<file path="src/rtl/poly1305_pkg.sv">
// Shared types and the Poly1305 padding rule used by the message packer.
package poly1305_pkg;

    localparam int         BLOCK_BYTES = 16;
    localparam logic [7:0] PAD_BYTE    = 8'h01;

    typedef enum logic [1:0] {FILL, LOAD, WAIT} packer_state_t;

    // Keep bytes below len, put PAD_BYTE at len (when len < 16), zero everything above.
    function automatic logic [127:0] block_pad(input logic [127:0] data, input logic [4:0] len);
        logic [127:0] r;
        r = '0;
        for (int k = 0; k < BLOCK_BYTES; k++) begin
            if (k < int'(len))
                r[8*k +: 8] = data[8*k +: 8];
            else if (k == int'(len))
                r[8*k +: 8] = PAD_BYTE;
        end
        return r;
    endfunction

endpackage

</file>
<file path="src/rtl/poly1305_block_pad.sv">
// Combinational pad/mask of an assembled 16-byte block holding len valid bytes.
module poly1305_block_pad
    import poly1305_pkg::*;
(
    input  logic [127:0] blk_in,
    input  logic [4:0]   len,
    output logic [127:0] blk_out
);

    assign blk_out = block_pad(blk_in, len);

endmodule

</file>
<file path="src/rtl/poly1305_msg_packer.sv">
// Packs a little-endian word stream into padded 16-byte Poly1305 blocks and sequences the core.
// Optional byte-length output msg_len when POLY1305_PACK_LEN_EN is defined.
module poly1305_msg_packer
    import poly1305_pkg::*;
#(
    parameter int BPW   = 4,
    parameter int LEN_W = 64
) (
    input  logic                 clk,
    input  logic                 rst_ni,
    input  logic [8*BPW-1:0]     in_data,
    input  logic [$clog2(BPW):0] in_bytes,
    input  logic                 in_last,
    input  logic                 in_valid,
    output logic                 in_ready,
    output logic [127:0]         m,
    output logic                 fb,
    output logic                 first,
    output logic                 ld,
    input  logic                 rdy,
    output logic                 tag_valid,
    output logic                 busy
`ifdef POLY1305_PACK_LEN_EN
    ,
    output logic [LEN_W-1:0]     msg_len
`endif
);

    localparam int WPB    = BLOCK_BYTES / BPW;
    localparam int WIDX_W = (WPB > 1) ? $clog2(WPB) : 1;

    if (!(BPW == 1 || BPW == 2 || BPW == 4 || BPW == 8 || BPW == 16) || LEN_W < 1) begin : g_bad_cfg
        $error("poly1305_msg_packer: illegal BPW/LEN_W");
    end

    packer_state_t      state_q, state_d;
    logic [WIDX_W-1:0]  widx;
    logic               last_seen;
    logic               accept;
    logic               blk_full;
    logic [4:0]         nb;
    logic [4:0]         blk_len;
    logic [127:0]       blk_asm;
    logic [127:0]       blk_pad_out;

    // A byte count of 0 on the final word means a full word.
    assign nb       = (in_bytes == '0) ? 5'(BPW) : 5'(in_bytes);
    assign blk_len  = 5'(int'(widx) * BPW) + nb;
    assign blk_full = (widx == WIDX_W'(WPB - 1));
    assign accept   = in_valid && in_ready;

    always_comb begin
        blk_asm = m;
        for (int w = 0; w < WPB; w++) begin
            if (widx == WIDX_W'(w))
                blk_asm[w*BPW*8 +: BPW*8] = in_data;
        end
    end

    poly1305_block_pad u_pad (
        .blk_in  (blk_asm),
        .len     (blk_len),
        .blk_out (blk_pad_out)
    );

    always_ff @(posedge clk or negedge rst_ni) begin
        if (!rst_ni) state_q <= FILL;
        else         state_q <= state_d;
    end

    always_comb begin
        state_d  = state_q;
        in_ready = 1'b0;
        ld       = 1'b0;
        unique case (state_q)
            FILL: begin
                in_ready = 1'b1;
                if (in_valid && (in_last || blk_full)) state_d = LOAD;
            end
            LOAD: begin
                ld      = 1'b1;
                state_d = WAIT;
            end
            WAIT: begin
                if (rdy) state_d = FILL;
            end
            default: state_d = FILL;
        endcase
    end

    always_ff @(posedge clk or negedge rst_ni) begin
        if (!rst_ni) begin
            m         <= '0;
            fb        <= 1'b0;
            first     <= 1'b1;
            tag_valid <= 1'b0;
            busy      <= 1'b0;
            widx      <= '0;
            last_seen <= 1'b0;
        end else begin
            tag_valid <= 1'b0;
            if (accept) begin
                busy <= 1'b1;
                if (in_last) begin
                    m         <= blk_pad_out;
                    fb        <= (blk_len == 5'd16);
                    last_seen <= 1'b1;
                end else begin
                    m <= blk_asm;
                    if (blk_full) fb   <= 1'b1;
                    else          widx <= widx + 1'b1;
                end
            end
            // m/fb/first stay frozen through WAIT; the core may read them any time before rdy.
            if (state_q == WAIT && rdy) begin
                first <= 1'b0;
                m     <= '0;
                fb    <= 1'b0;
                widx  <= '0;
                if (last_seen) begin
                    tag_valid <= 1'b1;
                    first     <= 1'b1;
                    busy      <= 1'b0;
                    last_seen <= 1'b0;
                end
            end
        end
    end

`ifdef POLY1305_PACK_LEN_EN
    logic [LEN_W-1:0] len_base;
    logic [LEN_W:0]   len_sum;

    // The count is presented during tag_valid and restarts from zero right after it.
    always_comb begin
        len_base = tag_valid ? '0 : msg_len;
        len_sum  = {1'b0, len_base} + (LEN_W+1)'(in_last ? nb : 5'(BPW));
    end

    always_ff @(posedge clk or negedge rst_ni) begin
        if (!rst_ni)     msg_len <= '0;
        else if (accept) msg_len <= len_sum[LEN_W] ? '1 : len_sum[LEN_W-1:0];
        else             msg_len <= len_base;
    end
`endif

endmodule

</file>
<file path="config.mk">
export PLATFORM = sky130hd
export DESIGN_NAME = poly1305_msg_packer
export DESIGN_NICKNAME = d
export VERILOG_FILES = /design/src/rtl/poly1305_pkg.sv /design/src/rtl/poly1305_block_pad.sv /design/src/rtl/poly1305_msg_packer.sv
export SDC_FILE = /design/constraint.sdc
export NUM_CORES = 1
export LEC_CHECK = 0
export CORE_MARGIN = 5
export CORE_UTILIZATION = 44
export DETAILED_ROUTE_END_ITERATION = 8
export GPL_ROUTABILITY_DRIVEN = 0
export PLACE_DENSITY_LB_ADDON = 0.1
export SYNTH_ARGS = -nofsm -noshare
export SYNTH_HDL_FRONTEND = slang
export SYNTH_SLANG_ARGS = --single-unit
</file>
<file path="constraint.sdc">
create_clock -name clk -period 2.1 [get_ports clk]
set_input_delay 0.525 -clock clk [delete_from_list [all_inputs] [get_ports clk]]
set_output_delay 0.525 -clock clk [all_outputs]
set_load 0.02 [all_outputs]
</file>
[Word level (Yosys, flattened, before mapping)]
Cells that the tools add are included.
Operators by class
  add/sub/neg operators: 2
  $lt $le $gt $ge: 16
  shifts and indexed selects: 0
  equality and inequality tests: 25
  mux-type cells: 62
  bitwise logic cells: 0
  $mul: 0
  reductions and logical operators: 13
  divide/modulo/power cells: 0
Operators by type and width (count)
  two-way mux 128 bit: 3
  two-way mux 32 bit: 4
  two-way mux 8 bit: 16
  == test 5 bit, first input constant: 8
  less-than comparator 4 x 5 -> 1 bit, first input constant: 8
  two-way mux 1 bit: 31
  == test 4 x 5 -> 1 bit, first input constant: 4
  less-than comparator 3 x 5 -> 1 bit, first input constant: 4
  two-way mux 2 bit: 6
  == test 3 x 5 -> 1 bit, first input constant: 2
  less-than comparator 1 x 5 -> 1 bit, first input constant: 2
  less-than comparator 2 x 5 -> 1 bit, first input constant: 2
  == test 2 bit, second input constant: 3
  one-hot mux 2 bit (3 select lines): 1
  adder 4 x 3 -> 5 bit: 1
  == test 2 x 5 -> 1 bit, first input constant: 1
  == test 5 bit, second input constant: 1
  logical NOT 5 bit: 1
  == test 2 x 1 -> 1 bit, second input constant: 2
  logical NOT 2 bit: 2
  != test 2 x 1 -> 1 bit, second input constant: 2
  != test 2 bit, second input constant: 2
  AND reduction 2 bit: 2
  logical AND 1 bit: 3
  7 further kinds: 7
Word-level totals
  input bits: 40
  logic and storage cells: 126
  bits in latches: 0
  RAM bits: 0
  ROM bits: 0
  output and inout port bits: 134
  memories kept: 0
  register bits after elaboration: 137

[Logic depth before layout (Yosys ltp)]
  depth in word-level cells: 9
  depth in mapped cells: 10
  depth with buffers taken out: 9

[Hierarchy]
A second synthesis with hierarchy kept.
Second synthesis, totals
  cells, all modules: 1091
  area, all modules: 9615.5 um^2
Modules (own cells, without submodules)
  poly1305_msg_packer: seq. area each 3429.5 um^2, area an instance 8426.8 um^2, times used 1, cells each 903
  poly1305_block_pad: seq. area each 0.0 um^2, area an instance 1188.6 um^2, times used 1, cells each 188

[Worst setup path before layout]
No wires, ideal clock.
  path type: input to register
  start: input port in_bytes[0]
  end: register m[65]
  setup time: 0.132 ns
  buffers on the path: 2
  setup slack: -0.486 ns
  stages: 10
  required time: 1.968 ns
  arrival time: 2.454 ns
  path through: clkbuf_1 -> or2_2 -> nand2b_1 -> ha_1 -> ha_1 -> clkbuf_1 -> nand3b_1 -> or2_2 -> a21oi_2 -> a21oi_1
On the way
  longest elaborated chain between the ends: 8
RTL lines
  start: declaration: line poly1305_msg_packer.sv:12  | input logic [$clog2(BPW):0] in_bytes,
  logical NOT 3 bit: line poly1305_msg_packer.sv:47  | assign nb = (in_bytes == '0) ? 5'(BPW) : 5'(in_bytes);
  two-way mux 3 bit *: line poly1305_msg_packer.sv:47
  adder 4 x 3 -> 5 bit *: line poly1305_msg_packer.sv:48  | assign blk_len = 5'(int'(widx) * BPW) + nb;
  less-than comparator 4 x 5 -> 1 bit *: line poly1305_pkg.sv:14  | if (k < int'(len))
  two-way mux 8 bit *: line poly1305_pkg.sv:14
  two-way mux 128 bit *: line poly1305_msg_packer.sv:104  | if (in_last) begin
  two-way mux 128 bit *: line poly1305_msg_packer.sv:102  | if (accept) begin
  two-way mux 128 bit *: line poly1305_msg_packer.sv:115  | if (state_q == WAIT && rdy) begin
  end signal: assignment: line poly1305_msg_packer.sv:105  | m <= blk_pad_out;
  end signal: assignment: line poly1305_msg_packer.sv:109  | m <= blk_asm;
  end: declaration: line poly1305_msg_packer.sv:16  | output logic [127:0] m,
Mark *: on every way between the ends. The rest lies on a longest branch, timed or not. The select of a mux whose other input is x is not followed.
A chain may end at the register's enable or synchronous reset.

[Final worst setup path]
  start: register first
  end: output port first
RTL lines
  start: declaration: line poly1305_msg_packer.sv:18  | output logic first,
  start signal: assignment: line poly1305_msg_packer.sv:95  | first <= 1'b1;
  start signal: assignment: line poly1305_msg_packer.sv:116  | first <= 1'b0;
  start signal: assignment: line poly1305_msg_packer.sv:122  | first <= 1'b1;
No word-level cell between the ends.

==> impl_metrics.json <==
{
  "syn2layout_area_growth_pct": 51.27,
  "max_freq_ghz": 0.4832,
  "final_nets": 966,
  "dp_cells": 1079,
  "synth_top_area_share": 0.5422,
  "drt-pass1-iter-count": 7,
  "synth_cell_types": 51,
  "htreeDepth": 4,
  "cp-start-kind": "flip-flop",
  "fin_skew_ns": 0.005932,
  "critical_path_buf_inv_count": 1,
  "ys_top_cells_by_count": "nand2_1 (244), dfrtp_1 (136), a21oi_1 (126), nor2_1 (16), buf_2 (14)",
  "grt_pass1_wl_mm": 32.24,
  "crit_family": "buffers and inverters",
  "clk_pin_slew_ns": 0.06,
  "clock_latency_ns": 0.42,
  "antenna_cells": 0,
  "yosys_most_used_dff": "dfrtp_1",
  "synth_compound_area_frac": 0.1646,
  "cts_num_sinks": 137,
  "crit_start": "first",
  "rsz0062_at_grt": "false",
  "drc": 0,
  "yosysMostFrequentCell": "nand2_1",
  "muxShareOfSynthArea": 0.02850,
  "power_frac_clock": 0.213,
  "hold_viol_final": 0,
  "groute.usage.overall": 0.2480,
  "fin_util": 0.6814,
  "syn_area_per_cell_um2": 9.084,
  "fin_crit_sh": 0.9855,
  "core_region_area_um2": 13930,
  "io_buffers": 173,
  "async_flop_share": 1.000,
  "rows": 43,
  "place_area_um2": 8812,
  "critical-path-max-stage-delay_ns": 0.60,
  "synth_top_area_cell": "dfrtp_1",
  "timing.final.ws_setup_ns": 0.03052,
  "drive_above_1_share": 0.1665,
  "combPwrFrac": 0.494,
  "vias": 6136,
  "cts_tree": "done",
  "tightest_slew_ns": 0.4433,
  "stdcell_count": 1111,
  "syn-num-nets": 739,
  "switching_share": 0.3847,
  "cts_setup_buffers": 0,
  "cts_root_buf": "clkbuf_16",
  "synth_seq_cells": 137,
  "ios": 174,
  "totalWireLength_mm": 20.50,
  "wl_per_cell_um": 18.46,
  "cts_buffers": 17,
  "worstPathMaxFanout": 2,
  "ys_seq_area_frac": 0.5463,
  "grt_start_max_net_pins": 51,
  "overflow": 0,
  "required_ns": 1.57,
  "synthSimpleGateAreaFrac": 0.2061,
  "synth_edf_count": 0,
  "syn-instance-count": 691,
  "worstSetupPathType": "flip-flop to output port",
  "drt_iter0_markers": 541,
  "finalSetupViolCount": 0,
  "p_sw_mw": 5.768,
  "power_leakage_nw": 4.093,
  "synthTopCellsByArea": "dfrtp_1 (54%), nand2_1 (15%), a21oi_1 (10%)",
  "place_hpwl_mm": 15.10,
  "vdd_ir_drop_max_uv": 744.6,
  "stdcell_area_um2": 9495,
  "die-area_um2": 16750,
  "worst_slew_margin_rel": 0.7045,
  "maxSlewViolCount": 0,
  "worst_ep_arrival_time_ns": 1.54,
  "slowest_stage": "clkdlybuf4s50_1",
  "holdCritPathClass": "input port to async pin",
  "status": "finished clean",
  "hold_buffers": 0,
  "critical_path.endpoint_type": "output port",
  "yosysWarnings": 0,
  "powerDensity_nw_per_um2": 1579,
  "path_cells": "clkdlybuf4s50_1",
  "synth_top_family_by_area": "simple AND/OR/NAND/NOR gates",
  "synthAdderAreaFrac": 0.01595,
  "p_int_mw": 9.225,
  "period_minus_slack_ns": 2.069,
  "cts_buffer_depth": 2,
  "ant_nets": 0,
  "max-cap-violations": 0,
  "pre_cts_ws_ns": -0.5775,
  "start_util": 0.4505,
  "drt-vias-per-instance": 5.523,
  "grt_pass1_vias": 6159,
  "synthXorXnorAreaFrac": 0.001395,
  "antenna_found_initial": 0,
  "pwr-share-seq": 0.293,
  "r2r_start": "widx[1]",
  "die_x_um": 129.4,
  "syn-cell-area_um2": 6277,
  "die_h_um": 129.4,
  "fillers": 1081
}
## placed cells by master, fill, tap and decap left out, types with 5 or more instances in the layout
cell type	Yosys	final
buf_12	0	10
a21oi_1	126	117
a22o_1	5	5
o21ai_2	4	6
mux2_2	7	7
clkinv_2	0	5
nor2_1	16	13
inv_1	6	5
o21ai_0	11	8
nand3_1	13	13
a21oi_2	2	7
mux2i_1	10	10
clkdlybuf4s50_1	0	168
nand2_1	244	243
clkbuf_16	0	17
nand2b_1	6	5
buf_4	1	61
dfrtp_1	136	136
## sequential cells by signal, summed over array words and instances, names as in the netlist
name	cells
busy	1
tag_valid	1
widx	2
state_q	2
fb	1
first	1
m	128
last_seen	1
## kinds of logic (layout without fill, tap and decap cells)
logic type                 count (synthesis)  count (layout)
and+or+nand+nor                          309             309
xor gates and xnor gates                   1               1
muxes                                     17              17
adders and majority gates                  8               8
buffers and inverters                     42             282
AOI/OAI and AO/OA                        177             177
DFF                                      137             137
## stage by stage
stage,power [mW],hold WS [ns],TNS (ns)
finish,14.99,0.03467,0
floorplan,8.177,0.2294,-2.577
global route,15.77,0.06990,0
global placement,11.59,0.4694,-47.22
detailed placement,11.78,0.4735,-52.99
CTS,15.05,0.04431,0
## metal layers
| layer | track usage | vias to the layer above | routed length [um] |
|---|---|---|---|
| met5 | 0 | - | 0 |
| met4 | 0.09291 | 0 | 507 |
| met3 | 0.05194 | 40 | 1514 |
| met2 | 0.4113 | 278 | 10030 |
| met1 | 0.3225 | 3016 | 8451 |
| li1 | - | 2802 | - |
## path summary, 6_finish.rpt
path	to	slack, ns	cells after the start
setup / recovery	first	0.03	1
hold / removal	m[107]	0.03	1
setup reg to reg	m[24]	0.18	6
hold reg to reg	last_seen	0.48	1
max in group asynchronous	m[30]	1.45	2
min in group clk	last_seen	0.48	1
## final cells by class
class	instances	area, um^2	share of cell area
Sequential cell	137	3430	0.3612
Multi-Input combinational cell	512	2795	0.2944
Timing Repair Buffer	244	2386	0.2513
Clock buffer	20	466.7	0.04915
Tap cell	180	225.2	0.02372
Clock inverter	12	170.2	0.01792
Inverter	6	22.52	0.002372
## power groups by stage
stage,Combinational (mW),Clock [mW],Sequential [mW]
after global routing,7.91,3.35,4.51
after CTS,7.42,3.24,4.39
final,7.41,3.20,4.39
after detailed placement,7.36,0,4.43
after floorplan,2.68,0,5.50
after global placement,7.20,0,4.39
## what timing repair did
item / 4_1_cts / 5_1_grt
pin swaps: 5 / 0
gates resized for setup: 10 / 5
setup endpoints to repair: 62 / 14
Power figures use the tool's default switching activity.
